$ cat src/rtl/d_delay_line.sv
// Stallable multi-stage register delay line with per-stage valid bits,
// synchronous flush and a runtime-selectable output tap.
module d_delay_line #(
  parameter int WIDTH = 8,
  parameter int DEPTH = 8,
  parameter int SELW  = $clog2(DEPTH + 1)
) (
  input  logic             clk,
  input  logic             rst,
  input  logic             en,
  input  logic             flush,
  input  logic [WIDTH-1:0] d,
  input  logic             d_valid,
  input  logic [SELW-1:0]  delay_sel,
  output logic [WIDTH-1:0] qout,
  output logic             qout_valid,
  output logic             cfg_err
);

  // Index 0 is stage 1 (nearest the input), index DEPTH-1 is stage DEPTH.
  logic [WIDTH-1:0] stage_reg  [DEPTH];
  logic [WIDTH-1:0] stage_next [DEPTH];
  logic [DEPTH-1:0] valid_reg;
  logic [DEPTH-1:0] valid_next;
  logic             cfg_err_reg;
  logic             sel_illegal;
  logic [SELW-1:0]  eff_sel;

  genvar gi;
  generate
    for (gi = 0; gi < DEPTH; gi++) begin : g_stage
      if (gi == 0) begin : g_head
        assign stage_next[gi] = d;
      end else begin : g_body
        assign stage_next[gi] = stage_reg[gi-1];
      end
    end
  endgenerate

  assign valid_next = {valid_reg[DEPTH-2:0], d_valid};

  always_ff @(posedge clk) begin
    if (!rst) begin
      for (int k = 0; k < DEPTH; k++) stage_reg[k] <= '0;
      valid_reg <= '0;
    end else if (flush) begin
      for (int k = 0; k < DEPTH; k++) stage_reg[k] <= '0;
      valid_reg <= '0;
    end else if (en) begin
      for (int k = 0; k < DEPTH; k++) stage_reg[k] <= stage_next[k];
      valid_reg <= valid_next;
    end
  end

  assign sel_illegal = (delay_sel == '0) || (delay_sel > SELW'(DEPTH));

  // Sticky: only reset clears it, and it is evaluated even when stalled or flushing.
  always_ff @(posedge clk) begin
    if (!rst) begin
      cfg_err_reg <= 1'b0;
    end else if (sel_illegal) begin
      cfg_err_reg <= 1'b1;
    end
  end

  assign cfg_err = cfg_err_reg;

  always_comb begin
    eff_sel = delay_sel;
    if (delay_sel == '0) begin
      eff_sel = SELW'(1);
    end else if (delay_sel > SELW'(DEPTH)) begin
      eff_sel = SELW'(DEPTH);
    end
  end

  // Combinational tap straight from the stage registers; the tap can move any cycle.
  always_comb begin
    qout       = '0;
    qout_valid = 1'b0;
    for (int k = 0; k < DEPTH; k++) begin
      if (eff_sel == SELW'(k + 1)) begin
        qout       = stage_reg[k];
        qout_valid = valid_reg[k];
      end
    end
  end

endmodule

$ cat config.mk
export PLATFORM = sky130hd
export DESIGN_NAME = d_delay_line
export DESIGN_NICKNAME = d
export VERILOG_FILES = /design/src/rtl/d_delay_line.sv
export SDC_FILE = /design/constraint.sdc
export NUM_CORES = 1
export LEC_CHECK = 0
export BUFFER_PORTS_ARGS = -buffer_cell sky130_fd_sc_hd__buf_2
export CORE_MARGIN = 2
export CORE_UTILIZATION = 55
export DETAILED_ROUTE_END_ITERATION = 8
export PLACE_DENSITY = 0.74
export SLEW_MARGIN = 20
export SYNTH_ARGS = -nofsm -noshare
export SYNTH_HDL_FRONTEND = slang
export SYNTH_SLANG_ARGS = --single-unit
export TNS_END_PERCENT = 100
$ cat constraint.sdc
create_clock -name clk -period 2 [get_ports clk]
set_input_delay 0.3 -clock clk [delete_from_list [all_inputs] [get_ports clk]]
set_output_delay 0.3 -clock clk [all_outputs]
set_load 0.02 [all_outputs]
==> impl_metrics.py, run 1 <==
metrics = {
    "run_status": {
        "status": "complete, no violations",
    },
    "global_route": {
        "grt_use_total_pct": 20.9,
        "grt_pass1_wl_um": 11400,
        "grt_pass1_vias": 2328,
        "overflow": 0,
        "antenna_found_initial": 0,
        "grt_max_degree": 47,
    },
    "clocking": {
        "cts_max_level": 3,
        "postCtsSetupBuffers": 0,
        "cts.sinks": 73,
        "numCtsBuffers": 9,
        "clk_pin_slew_worst_paths_ps": 80,
        "cts_tree": "built",
        "cts_buffer_depth": 2,
        "clkLatencyLatePin_ps": 340,
        "cts_root_buf": "clkbuf_8",
        "cts_hold_buf": 0,
    },
    "floorplanning": {
        "die_area_sq_um": 6860,
        "rows": 28,
        "coreArea_sq_um": 5960,
        "ioPinCount": 27,
        "start_util_pct": 57.4,
        "die_h_um": 82.8,
        "dieWidth_um": 82.8,
    },
    "synth": {
        "netlist_instances": 286,
        "syn_nets": 303,
        "yosys.area.top_type": "edfxtp_1",
        "synth_seq_area_share_pct": 59.2,
        "netlist_area_sq_um": 3420,
        "yosysWarnings": 0,
        "ys_ff_latch": 73,
        "synth_common_cells": "and2_1 (56), edfxtp_1 (56), mux2i_1 (32), nor2_1 (31), o21ai_0 (18)",
        "netlist_top_cells_area": "edfxtp_1 (49%), and2_1 (10%), dfxtp_1 (10%)",
        "synth-edff-count": 56,
        "async_flop_share_pct": 0,
        "synth_area_per_cell_sq_um": 11.9,
        "synth_ff_type": "edfxtp_1",
        "synth_top_cell_area_share_pct": 49.2,
        "ys_types": 28,
    },
    "cells_and_area": {
        "synthToLayoutAreaGrowth_pct": 18.2,
        "fillers": 464,
        "largest_reg_flops": 64,
        "num_antenna_cells": 0,
        "multi_input_area_sq_um": 1320,
        "drive_gt1_share_pct": 22.2,
        "seqCellArea_sq_um": 2030,
        "num-nets-final": 336,
    },
    "hold_path": {
        "worstHoldPathType": "input pin to flip-flop",
    },
    "timing": {
        "hold_viol": 0,
        "fmax_mhz": 508,
        "rsz0062_at_grt": "true",
        "period_minus_slack_ps": 1970,
        "worst_clock_skew_ps": 10.4,
        "fin_hold_ws_ps": 171,
        "finalCritPeriodShare_pct": 98.3,
        "tightest_slew_ps": 376,
        "fin_setup_tns_ps": 0,
        "relSlewSlack_pct": 74.9,
        "finalSetupViolations": 0,
        "slew_violations": 0,
    },
    "placement": {
        "dp_hpwl_um": 4450,
        "port-buffer-count": 26,
        "gp_congestion": 0.773,
    },
    "setup_path": {
        "cp.arrival_ps": 1670,
        "critical_path.cell_chain": "mux2i_1, a211o_1, a221oi_2, a211o_1, buf_6",
        "slowest_delay_ps": 350,
        "cpLargestDelayFamily": "compound AO/OA/AOI/OAI gates",
        "slowest_stage": "edfxtp_1",
        "crit_buf_inv": 1,
        "cp-start-kind": "flip-flop",
        "cp-end-kind": "output pin",
        "crit_required_ps": 1700,
        "critPathMaxFanout": 2,
        "criticalPathCategory": "flip-flop to output pin",
        "critical-path-top-cell-by-count": "a211o_1",
    },
    "power": {
        "power_density_nw_per_um2": 869,
        "static-leakage-power_nw": 1.72,
        "ir_worst_vdd_v": 0.000527,
    },
    "drt": {
        "drc": 0,
        "via_count": 2254,
        "finalWirelength_um": 6750,
        "viasPerCell": 5.65,
        "dr.first_iter.drc_count": 177,
        "wl_per_cell_um": 16.9,
        "ant_nets": 0,
        "firstDrtPassIters": 4,
    },
    "job": {
        "max-cap-violations": 0,
    },
}
## final cells by class
| type | count | area share [%] |
|---|---|---|
| inverters | 1 | 0.0930 |
| clock inverters | 6 | 3.19 |
| flip-flops and latches | 73 | 50.2 |
| clock buffers | 10 | 3.41 |
| multi-input cells | 191 | 32.6 |
| repair buffers | 43 | 8.21 |
| well taps | 75 | 2.32 |
## metrics by stage
stage	worst slack [ps]	cells	total power, mW	area, sq um	util (%)
finish	33.2	399	3.51	4040	67.8
global route	-119	399	3.63	4040	67.8
CTS	1.67	399	3.51	3990	67.0
detailed placement	-36.0	383	2.00	3690	61.9
global placement	4.10	383	1.99	3690	61.9
floorplan	299	286	1.91	3420	-
## cell families after synthesis
logic type      Yosys count  synth area share (%)
compound gates           50                  10.2
xor+xnor                  1                 0.256
buf+inv                  22                  3.66
flops                    73                  59.2
mux                      32                  9.37
simple gates            108                  17.3
## timing repair
| item | in CTS | in global routing |
|---|---|---|
| endpoints found under the setup margin | 6 | 7 |
| pin swaps | 0 | 18 |
| cloned | 0 | 0 |
| gates resized for setup | 6 | 18 |
## layer usage
layer  up-vias  global-route usage (%)  part of all wire, %
met5         -                       0                    0
met4         0                    7.75                 0.89
met3         6                    4.08                  5.1
met2        56                    33.1                   48
met1      1106                    28.7                   46
li1       1086                       -                    -
## final timing paths
kind / startpoint / end / slack, ps / cells past startpoint
worst max-delay path: stage_reg[0][13] / qout[5] / 30 / 5
worst min-delay path: rst / cfg_err / 170 / 2
worst max register to register: stage_reg[0][54] / stage_reg[0][62] / 1180 / 1
worst min register to register: cfg_err / cfg_err / 470 / 1
## layout by cell type, fill, tap and decap left out, drive strengths merged, types with 2 or more instances in the layout
cell,n
o21ai,18
nand2b,6
nand2,6
o211ai,2
nor2b,4
mux2i,32
a21o,2
a211o,14
clkbuf,10
nor2,31
and2,56
a221oi,7
dfxtp,17
a21oi,4
buf,43
clkinv,2
bufinv,4
o2bb2ai,2
edfxtp,56
## report_power, final
part	switching, mW	internal (mW)	total, mW
combinational	0.160	0.119	0.279
sequential	0.0270	1.68	1.71
clock	0.538	0.983	1.52
total	0.725	2.78	3.51
(Power assumes the default switching activity.)
==> run 2, diff against run 1 <==
CORE_ASPECT_RATIO = 0.7   (was default)
==> run 2 against run 1 <==
Effect of this change:
- count of clock-buffer cells in the layout down 1
- largest power group unchanged
- highest routed layer unchanged
- critical endpoint is now qout[1]
- sequential share of layout area up 0.68 points
- die area rose by 0.15%
- largest cell class unchanged
==> impl_metrics.py, run 2 (synthesized netlist as in run 1, its figures left out) <==
metrics = {
    "drt": {
        "ant_nets": 0,
        "wl_per_cell_um": 17.8,
        "finalWirelength_um": 7180,
        "dr.first_iter.drc_count": 166,
        "via_count": 2263,
        "drc": 0,
        "viasPerCell": 5.62,
        "firstDrtPassIters": 4,
    },
    "clocking": {
        "cts_tree": "built",
        "numCtsBuffers": 9,
        "clkLatencyLatePin_ps": 350,
        "cts_hold_buf": 0,
        "cts_max_level": 3,
        "cts.sinks": 73,
        "cts_root_buf": "clkbuf_8",
        "cts_buffer_depth": 2,
        "clk_pin_slew_worst_paths_ps": 70,
    },
    "timing": {
        "fmax_mhz": 514,
        "rsz0062_at_grt": "true",
        "relSlewSlack_pct": 70.1,
        "fin_ws_ps": 54.1,
        "hold_viol": 0,
        "finalCritPeriodShare_pct": 97.3,
        "period_minus_slack_ps": 1950,
        "finalSetupViolations": 0,
        "tightest_slew_ps": 448,
        "worst_clock_skew_ps": 5.41,
        "slew_violations": 0,
        "fin_hold_ws_ps": 183,
    },
    "setup_path": {
        "slowest_delay_ps": 310,
        "cp.arrival_ps": 1650,
        "criticalPathCategory": "input pin to output pin",
        "critPathMaxFanout": 8,
        "cp-end-kind": "output pin",
        "critical_path.cell_chain": "buf_2, buf_4, buf_4, a211o_1, a221oi_2, a211o_1, buf_6",
        "crit_buf_inv": 4,
        "cpLargestDelayFamily": "compound AO/OA/AOI/OAI gates",
        "cp-start-kind": "input pin",
        "crit_required_ps": 1700,
        "slowest_stage": "a211o_1",
    },
    "cells_and_area": {
        "post-route-util_pct": 67.9,
        "synthToLayoutAreaGrowth_pct": 16.6,
        "largest_reg_flops": 64,
        "mostFrequentLayoutCells": "and2_1 (56), edfxtp_1 (56), mux2i_1 (32), nor2_1 (30), buf_4 (23)",
        "drive_gt1_share_pct": 23.5,
        "num_antenna_cells": 0,
        "num-nets-final": 340,
    },
    "floorplanning": {
        "die_h_um": 69.9,
        "start_util_pct": 58.2,
        "ioPinCount": 27,
        "rows": 23,
        "die_area_sq_um": 6870,
        "dieWidth_um": 98.2,
        "coreArea_sq_um": 5870,
    },
    "power": {
        "ir_worst_vdd_v": 0.000544,
        "static-leakage-power_nw": 1.70,
        "power_density_nw_per_um2": 818,
        "fin_total_pwr_mw": 3.26,
    },
    "global_route": {
        "overflow": 0,
        "grt_pass1_vias": 2265,
        "grt_use_total_pct": 22.2,
        "grt_max_degree": 57,
        "antenna_found_initial": 0,
        "grt_pass1_wl_um": 11600,
    },
    "placement": {
        "pre_cts_ws_ps": 15.5,
        "dp_hpwl_um": 4590,
        "gp_congestion": 0.809,
        "port-buffer-count": 26,
    },
    "hold_path": {
        "worstHoldPathType": "input pin to flip-flop",
    },
    "job": {
        "max-cap-violations": 0,
    },
    "run_status": {
        "status": "complete, no violations",
    },
}
## run 2: final cells by class
class	instances	area (sq um)
clock buffers	9	124
clock inverters	7	93.8
fillers	447	1890
inverters	1	3.75
multi-input cells	191	1320
flip-flops and latches	73	2030
well taps	75	93.8
repair buffers	47	320
## run 2: power by group
part | internal [mW] | switching (mW)
sequential | 1.68 | 0.0304
combinational | 0.117 | 0.164
clock | 0.702 | 0.566
## run 2: layer usage
layer  track usage, %  vias to the layer above  part of all wire, %
li1                 -                     1092                    -
met4             5.02                        0                  1.2
met3             6.91                       12                  5.1
met5                0                        -                    0
met1             31.1                     1111                   48
met2             34.2                       48                   46
## run 2: worst min-delay path, cell delays in order
cell	delay, ps
buf_2	70
mux2i_1	50
nor2_1	70
## run 2: timing repair
action	CTS	global route
gates resized for setup	6	16
setup endpoints to repair	6	6
pin swaps	0	12
setup buffers	0	1
## run 2: per-stage QoR
step                instances  area (sq um)  TNS, ps
global placement          386          3680        0
global route              403          3980    -34.6
floorplan                 286          3420        0
CTS                       402          3940        0
detailed placement        386          3680        0
finish                    403          3980        0
## run 2: final timing paths
kind	from	to	slack, ps	cells past startpoint
max	delay_sel[1]	qout[1]	50	7
min	d[6]	stage_reg[0][6]	180	3
max reg2reg	stage_reg[0][23]	stage_reg[0][31]	1090	2
min reg2reg	cfg_err	cfg_err	490	1
==> run 3, diff against run 2 <==
CORE_UTILIZATION = 45   (was 55)
PLACE_DENSITY = default   (was 0.74)
clock period = 2.26 ns   (was 2 ns; I/O delays follow)
==> run 3 against run 2 <==
Effect of this change:
- setup slack better by 80 ps
- clock skew shrank 0.80 ps
- non-clock buffer count is 4 lower
- critical path depth down 1
- routed wire length shrank 0.81%
- flip-flop and latch count unchanged
- worst hold slack improved by 35 ps
- via count down 0.44%
- die area grew 21%
- power is 17% lower
- sequential power shrank 12%
- largest power group unchanged
==> impl_metrics.py, run 3 (synthesized netlist as in run 1, its figures left out) <==
metrics = {
    "cells_and_area": {
        "post-route-util_pct": 52.9,
        "largest_reg_flops": 64,
        "num_antenna_cells": 0,
        "synthToLayoutAreaGrowth_pct": 13.2,
        "fin_cells": 422,
        "mostFrequentLayoutCells": "and2_1 (56), edfxtp_1 (56), mux2i_1 (32), nor2_1 (30), buf_2 (25)",
        "drive_gt1_share_pct": 18.2,
        "final_cell_area_sq_um": 3870,
        "num-nets-final": 336,
    },
    "setup_path": {
        "cpLargestDelayFamily": "compound AO/OA/AOI/OAI gates",
        "cp-end-kind": "output pin",
        "critical_path.cell_chain": "buf_2, or2_1, a211o_1, a221oi_1, a211o_1, buf_2",
        "cp-start-kind": "input pin",
        "criticalPathCategory": "input pin to output pin",
        "slowest_stage": "or2_1",
        "critPathMaxFanout": 9,
        "crit_buf_inv": 2,
        "cp.arrival_ps": 1790,
        "crit_required_ps": 1920,
        "slowest_delay_ps": 380,
    },
    "drt": {
        "routed-wl-met2_um": 3170,
        "firstDrtPassIters": 4,
        "dr.first_iter.drc_count": 190,
        "met1_length_um": 3490,
        "met3_length_um": 431,
        "wl_per_cell_um": 16.9,
        "ant_nets": 0,
        "drc": 0,
        "top_layer_used": "met4",
        "via_count": 2253,
        "finalWirelength_um": 7120,
        "viasPerCell": 5.34,
    },
    "clocking": {
        "clk_pin_slew_worst_paths_ps": 70,
        "postCtsSetupBuffers": 0,
        "cts_tree": "built",
        "numCtsBuffers": 9,
        "cts.sinks": 73,
        "cts_max_level": 3,
        "cts_root_buf": "clkbuf_8",
        "cts_hold_buf": 0,
        "cts-resized-gates": 0,
        "clkLatencyLatePin_ps": 340,
        "cts_buffer_depth": 2,
    },
    "placement": {
        "port-buffer-count": 26,
        "dp_cells": 406,
        "dp_hpwl_um": 4780,
        "placed_cell_area_sq_um": 3680,
        "gp_congestion": 0.810,
        "pre_cts_ws_ps": 102,
    },
    "floorplanning": {
        "die_h_um": 76.9,
        "ioPinCount": 27,
        "dieWidth_um": 108,
        "coreArea_sq_um": 7320,
        "start_util_pct": 46.7,
        "rows": 26,
        "die_area_sq_um": 8320,
    },
    "timing": {
        "tightest_slew_ps": 446,
        "fin_hold_ws_ps": 219,
        "finalCritPeriodShare_pct": 94.1,
        "hold_viol": 0,
        "fin_setup_tns_ps": 0,
        "fin_ws_ps": 134,
        "finalSetupViolations": 0,
        "rsz0062_at_grt": "false",
        "relSlewSlack_pct": 70.3,
        "fmax_mhz": 470,
        "period_minus_slack_ps": 2130,
        "worst_clock_skew_ps": 4.61,
        "slew_violations": 0,
    },
    "power": {
        "fin_total_pwr_mw": 2.71,
        "power_density_nw_per_um2": 701,
        "ir_worst_vdd_v": 0.000313,
        "static-leakage-power_nw": 1.65,
    },
    "global_route": {
        "grt_pass1_vias": 2220,
        "antenna_found_initial": 0,
        "overflow": 0,
        "grt_max_degree": 57,
        "grt_pass1_wl_um": 11800,
        "grt_use_total_pct": 19.0,
    },
    "run_status": {
        "status": "complete, no violations",
    },
    "hold_path": {
        "worstHoldPathType": "input pin to flip-flop",
    },
    "job": {
        "max-cap-violations": 0,
    },
}
run 3: final timing paths:
| kind | slack, ps | end | start | cells after the start |
|---|---|---|---|---|
| max | 130 | qout_valid | delay_sel[3] | 6 |
| min | 220 | cfg_err | rst | 2 |
| max reg2reg | 1410 | stage_reg[0][10] | stage_reg[0][2] | 2 |
| min reg2reg | 470 | cfg_err | cfg_err | 1 |
run 3: layer usage:
| metal | global-route usage, % | vias to the layer above |
|---|---|---|
| met5 | 0 | - |
| met4 | 5.26 | 0 |
| met1 | 28.3 | 1098 |
| met3 | 5.61 | 2 |
| li1 | - | 1086 |
| met2 | 26.7 | 67 |
run 3: where the power goes:
part	switching, mW	internal, mW
logic	0.133	0.0894
clock network	0.478	0.496
registers	0.0262	1.49
run 3: worst reg2reg max path: cells and delay by family (launching register included):
| kind | cells | cell delay, ps |
|---|---|---|
| AND/OR/NAND/NOR | 1 | 130 |
| flip-flops | 1 | 340 |
| buffers and inverters | 1 | 150 |
run 3: final cells by class:
type	count	area, sq um
multi-input cells	191	1270
clock inverters	7	61.3
fillers	636	3450
inverters	1	3.75
clock buffers	9	124
flip-flops and latches	73	2020
repair buffers	43	260
well taps	98	123
